File: src/rtl/dot_acc_pkg.sv
// Shared types and default widths for the dot-product accumulator stage.
package dot_acc_pkg;

    typedef enum logic [1:0] {
        IDLE  = 2'd0,
        ACCUM = 2'd1,
        HOLD  = 2'd2
    } state_t;

    localparam int PROD_W_DEF = 16;
    localparam int ACC_W_DEF  = 24;
    localparam int CNT_W      = 8;

endpackage

File: src/rtl/dot_acc_add.sv
// Accumulator adder with carry out; clamps to all-ones when DOT_ACC_SATURATE_EN is defined.
module dot_acc_add
    import dot_acc_pkg::*;
#(
    parameter int PROD_W = PROD_W_DEF,
    parameter int ACC_W  = ACC_W_DEF
) (
    input  logic [ACC_W-1:0]  acc,
    input  logic [PROD_W-1:0] addend,
    output logic [ACC_W-1:0]  sum,
    output logic              carry
);

    logic [ACC_W:0] wide_sum;

    always_comb begin
        wide_sum = {1'b0, acc} + (ACC_W+1)'(addend);
        carry    = wide_sum[ACC_W];
`ifdef DOT_ACC_SATURATE_EN
        // Once clamped, max + x still carries, so the sum stays pinned for the vector.
        sum = carry ? {ACC_W{1'b1}} : wide_sum[ACC_W-1:0];
`else
        sum = wide_sum[ACC_W-1:0];
`endif
    end

endmodule

File: src/rtl/dot_acc_stage.sv
// Dot-product accumulator: sums LEN (or fewer, on in_last) products and holds the result.
// Optional clamping on overflow via DOT_ACC_SATURATE_EN.
module dot_acc_stage
    import dot_acc_pkg::*;
#(
    parameter int PROD_W = PROD_W_DEF,
    parameter int ACC_W  = ACC_W_DEF,
    parameter int LEN    = 8
) (
    input  logic              clk,
    input  logic              reset,
    input  logic              clear,
    input  logic              in_valid,
    output logic              in_ready,
    input  logic [PROD_W-1:0] in_data,
    input  logic              in_last,
    output logic              out_valid,
    input  logic              out_ready,
    output logic [ACC_W-1:0]  out_data,
    output logic [CNT_W-1:0]  out_count,
    output logic              out_ovf
);

    state_t             state_q, state_d;
    logic [ACC_W-1:0]   acc_q, acc_d;
    logic [CNT_W-1:0]   cnt_q, cnt_d;
    logic               ovf_q, ovf_d;

    logic [ACC_W-1:0]   add_sum;
    logic               add_carry;
    logic               close_term;

    dot_acc_add #(
        .PROD_W (PROD_W),
        .ACC_W  (ACC_W)
    ) u_add (
        .acc    (acc_q),
        .addend (in_data),
        .sum    (add_sum),
        .carry  (add_carry)
    );

    // Widened compare so cnt_q+1 cannot wrap before matching LEN.
    assign close_term = in_last || (({1'b0, cnt_q} + 9'd1) == 9'(LEN));

    assign in_ready  = !reset && (state_q != HOLD);
    assign out_valid = (state_q == HOLD);
    assign out_data  = acc_q;
    assign out_count = cnt_q;
    assign out_ovf   = ovf_q;

    always_comb begin
        state_d = state_q;
        acc_d   = acc_q;
        cnt_d   = cnt_q;
        ovf_d   = ovf_q;
        if (clear) begin
            state_d = IDLE;
            acc_d   = '0;
            cnt_d   = '0;
            ovf_d   = 1'b0;
        end else begin
            unique case (state_q)
                IDLE, ACCUM: begin
                    if (in_valid) begin
                        acc_d   = add_sum;
                        cnt_d   = cnt_q + 8'd1;
                        ovf_d   = ovf_q | add_carry;
                        state_d = close_term ? HOLD : ACCUM;
                    end
                end
                HOLD: begin
                    if (out_ready) begin
                        state_d = IDLE;
                        acc_d   = '0;
                        cnt_d   = '0;
                        ovf_d   = 1'b0;
                    end
                end
                default: begin
                    state_d = IDLE;
                    acc_d   = '0;
                    cnt_d   = '0;
                    ovf_d   = 1'b0;
                end
            endcase
        end
    end

    always_ff @(posedge clk or posedge reset) begin
        if (reset) begin
            state_q <= IDLE;
            acc_q   <= '0;
            cnt_q   <= '0;
            ovf_q   <= 1'b0;
        end else begin
            state_q <= state_d;
            acc_q   <= acc_d;
            cnt_q   <= cnt_d;
            ovf_q   <= ovf_d;
        end
    end

endmodule
File: config.mk
export PLATFORM = sky130hd
export DESIGN_NAME = dot_acc_stage
export DESIGN_NICKNAME = d
export VERILOG_FILES = /design/src/rtl/dot_acc_pkg.sv /design/src/rtl/dot_acc_add.sv /design/src/rtl/dot_acc_stage.sv
export SDC_FILE = /design/constraint.sdc
export NUM_CORES = 1
export LEC_CHECK = 0
export ABC_AREA = 1
export BUFFER_PORTS_ARGS = -buffer_cell sky130_fd_sc_hd__buf_2
export CAP_MARGIN = 20
export CORE_MARGIN = 1.5
export CORE_UTILIZATION = 55
export DETAILED_ROUTE_END_ITERATION = 10
export PLACE_DENSITY = 0.89
export SYNTH_ARGS = -nofsm -noshare
export SYNTH_HDL_FRONTEND = slang
export SYNTH_HIERARCHICAL = 1
export SYNTH_SLANG_ARGS = --single-unit
File: constraint.sdc
create_clock -name clk -period 3.4 [get_ports clk]
set_input_delay 0 -clock clk [delete_from_list [all_inputs] [get_ports clk]]
set_output_delay 0 -clock clk [all_outputs]
set_load 0.1 [all_outputs]
==> results.cfg <==
[outcome]
outcome = finished clean

[synthesis]
yosysSeqAreaShare_pct = 29.6
syn_area_per_cell_um2 = 6.59
synth_area_leader_cell = dfrtp_1
synth_ff_type = dfrtp_1
syn_inst = 449
yosys-top-cells-area = dfrtp_1, nand2_1, inv_1
ys_ff_latch = 35
synth_top_area_share_pct = 29.6
yosysUniqueCellTypes = 26
yosys_warnings = 6
syn-cell-area_mm2 = 0.00296
async_flop_share_pct = 100
syn-num-nets = 490
synth_edf_count = 0

[global_routing]
grt_pass1_wl_um = 12400
grt_util_met1_pct = 31.9
use_met3_pct = 4.43
globalRouteOverflowTotal = 0
grt_pass1_vias = 2914
antenna_found_initial = 0
track_usage_pct = 25.8
grt_max_degree = 36
met2_usage_pct = 44.1
grt.busiest_layer = met2

[drt]
dr.pass1.iters = 5
ant_nets = 0
via_per_inst = 5.39
wl_per_cell_um = 12.7
vias = 3145
drcViolationCount = 0
drt-total-wl_um = 7410
drt_iter0_drc = 212

[clock_network]
cts.sinks = 35
cts_setup_buffers = 0
cts_resized = 0
cts_buffer_depth = 2
postCtsHoldBufs = 3
cts.reportedPaths.clkPinSlew_ns = 0.08
cts_buffers = 5
cts_tree = built
worstSkewPairLatency_ns = 0.29
cts_max_level = 2
ctsRootBufferMaster = clkbuf_8

[power_and_ir_drop]
clock_power_share_pct = 15.9
power_density_mw_per_mm2 = 734
power_mw = 2.52
p_switching_mw = 1.42
ir_drop_mv = 0.516
seqPwrFrac_pct = 22.7
swShare_pct = 56.3
p_int_mw = 1.10
leakagePower_nw = 1.99
pwr-share-comb_pct = 61.4

[place]
gp_congestion = 0.998
io_buffer_count = 56
placedCellCount = 572
placed_area_mm2 = 0.00328
dpl.hpwl_um = 5510

[cells_and_area]
multi_input_area_mm2 = 0.00174
syn2layout_area_growth_pct = 15.9
final_cell_mix = nand2_1, inv_1, buf_2
final_area_mm2 = 0.00343
drive_above_1_share_pct = 15.2
layout_commonest_cell = nand2_1
layout.cells.non_filler = 583
seqCellArea_um2 = 876
antenna_cells = 0
nets = 553
fillers = 460

[sta]
worst_pin_slew_ns = 0.718
period_share_pct = 63.6
tns_ns = 0
maxSlewHeadroom_pct = 52.1
rsz0062_at_grt = no
hold_violations = 0
drv_slew = 0
max_freq_mhz = 463
setup_viol = 0
layout_min_cycle_time_ns = 2.16
clock_skew_ns = 0.00378

[critical_path]
worstPathRequired_ns = 3.58
critPathCaptureType = register
worstPathArrival_ns = 2.34
ff2ff_path_depth = 10
cpMostUsedCell = nand2_1
critPathKind = register to register
start_kind = register
path_delay_family = adder cells
cp_max_fo = 4
path_cells = ha_1 > fa_1 > nand2_1 > nand2_1 > nand3_1 > nand2_1 > nand2_1 > nand2_2 > xor2_1 > a22o_1
slowest_delay_ns = 0.46
crit_cells = 10
cp_slowest_cell = fa_1
cp.buffers_inverters = 0

[die]
die_w_um = 76.4
ios = 57
die_h_um = 76.4
start_util_pct = 57.6
floorplan.rows = 26
die_area_mm2 = 0.00583
coreArea_mm2 = 0.00514

[hold_path]
min_path_cells = 4
hold_class = primary input to register

[flow_run]
maxCapViolCount = 0
## area by class of cell
| class | count | area share [%] |
|---|---|---|
| clock inverter | 2 | 1.02 |
| multi-input combinational | 335 | 50.8 |
| timing repair buffer | 62 | 9.70 |
| clock buffer | 6 | 2.41 |
| sequential | 35 | 25.5 |
| inverter | 73 | 7.99 |
| tap | 70 | 2.55 |
## path summary, 6_finish.rpt
kind / from / end / slack (ns)
worst max-delay path: out_data[0] / out_data[16] / 1.24
worst min-delay path: clear / state_q[1] / 0.02
worst max register to register: out_data[0] / out_data[16] / 1.24
worst min register to register: state_q[0] / state_q[0] / 0.51
max in group asynchronous: reset / out_data[6] / 2.70
min in group asynchronous: reset / state_q[0] / 0.37
## cells by family after synthesis
family | after synthesis | share of synthesized area, %
buffers and inverters | 79 | 11.5
AO/OA/AOI/OAI | 44 | 10.9
adder cells (fa/ha/maj) | 19 | 8.28
AND/OR/NAND/NOR | 260 | 36.2
flip-flops | 35 | 29.6
XOR/XNOR | 12 | 3.55
## power by group through the flow
stage          combinational (mW)  clock [mW]  sequential [mW]
6_report                     1.55       0.400            0.572
5_1_grt                      1.66       0.423            0.581
4_1_cts                      1.53       0.406            0.572
3_5_place_dp                 1.51           0            0.579
3_3_place_gp                 1.50           0            0.572
2_1_floorplan               0.700           0             1.12
## cells in the mapped netlist (2+ instances only)
library cell / count
nor2_2: 3
nor2_1: 42
nand3_1: 29
inv_1: 72
nand2_2: 3
a21oi_1: 8
xor2_1: 12
nor3_1: 2
nand3b_1: 3
dfrtp_1: 35
o21ai_0: 7
buf_6: 6
nand2_1: 168
a22o_1: 24
nand4_1: 6
ha_1: 18
o22ai_1: 2
## through the flow
| stage | util (%) | hold WS [ns] | worst slack (ns) |
|---|---|---|---|
| floorplan | - | 0.154 | 0.908 |
| global placement | 63.9 | 0.138 | 1.35 |
| detailed placement | 63.9 | 0.146 | 1.25 |
| CTS | 66.7 | 0.0151 | 1.23 |
| global route | 66.7 | 0.0189 | 1.09 |
| finish | 66.7 | 0.0204 | 1.24 |
## worst reg2reg max path: stages, from the launching register on
cell and delay, ns:
dfrtp_1 0.40, ha_1 0.26, fa_1 0.46, nand2_1 0.11
nand2_1 0.10, nand3_1 0.10, nand2_1 0.08, nand2_1 0.09
nand2_2 0.09, xor2_1 0.16, a22o_1 0.21
## state kept, by name, indices dropped and copies added, names as in the netlist
register / count
out_data: 24
out_count: 8
out_ovf: 1
state_q: 2
## layer usage
metal | vias up | share of wire, %
met3 | 20 | 6.8
met1 | 1444 | 42
met2 | 138 | 49
met5 | - | 0
li1 | 1543 | -
met4 | 0 | 2.1
Note: power is estimated with default switching activity, not from simulation.
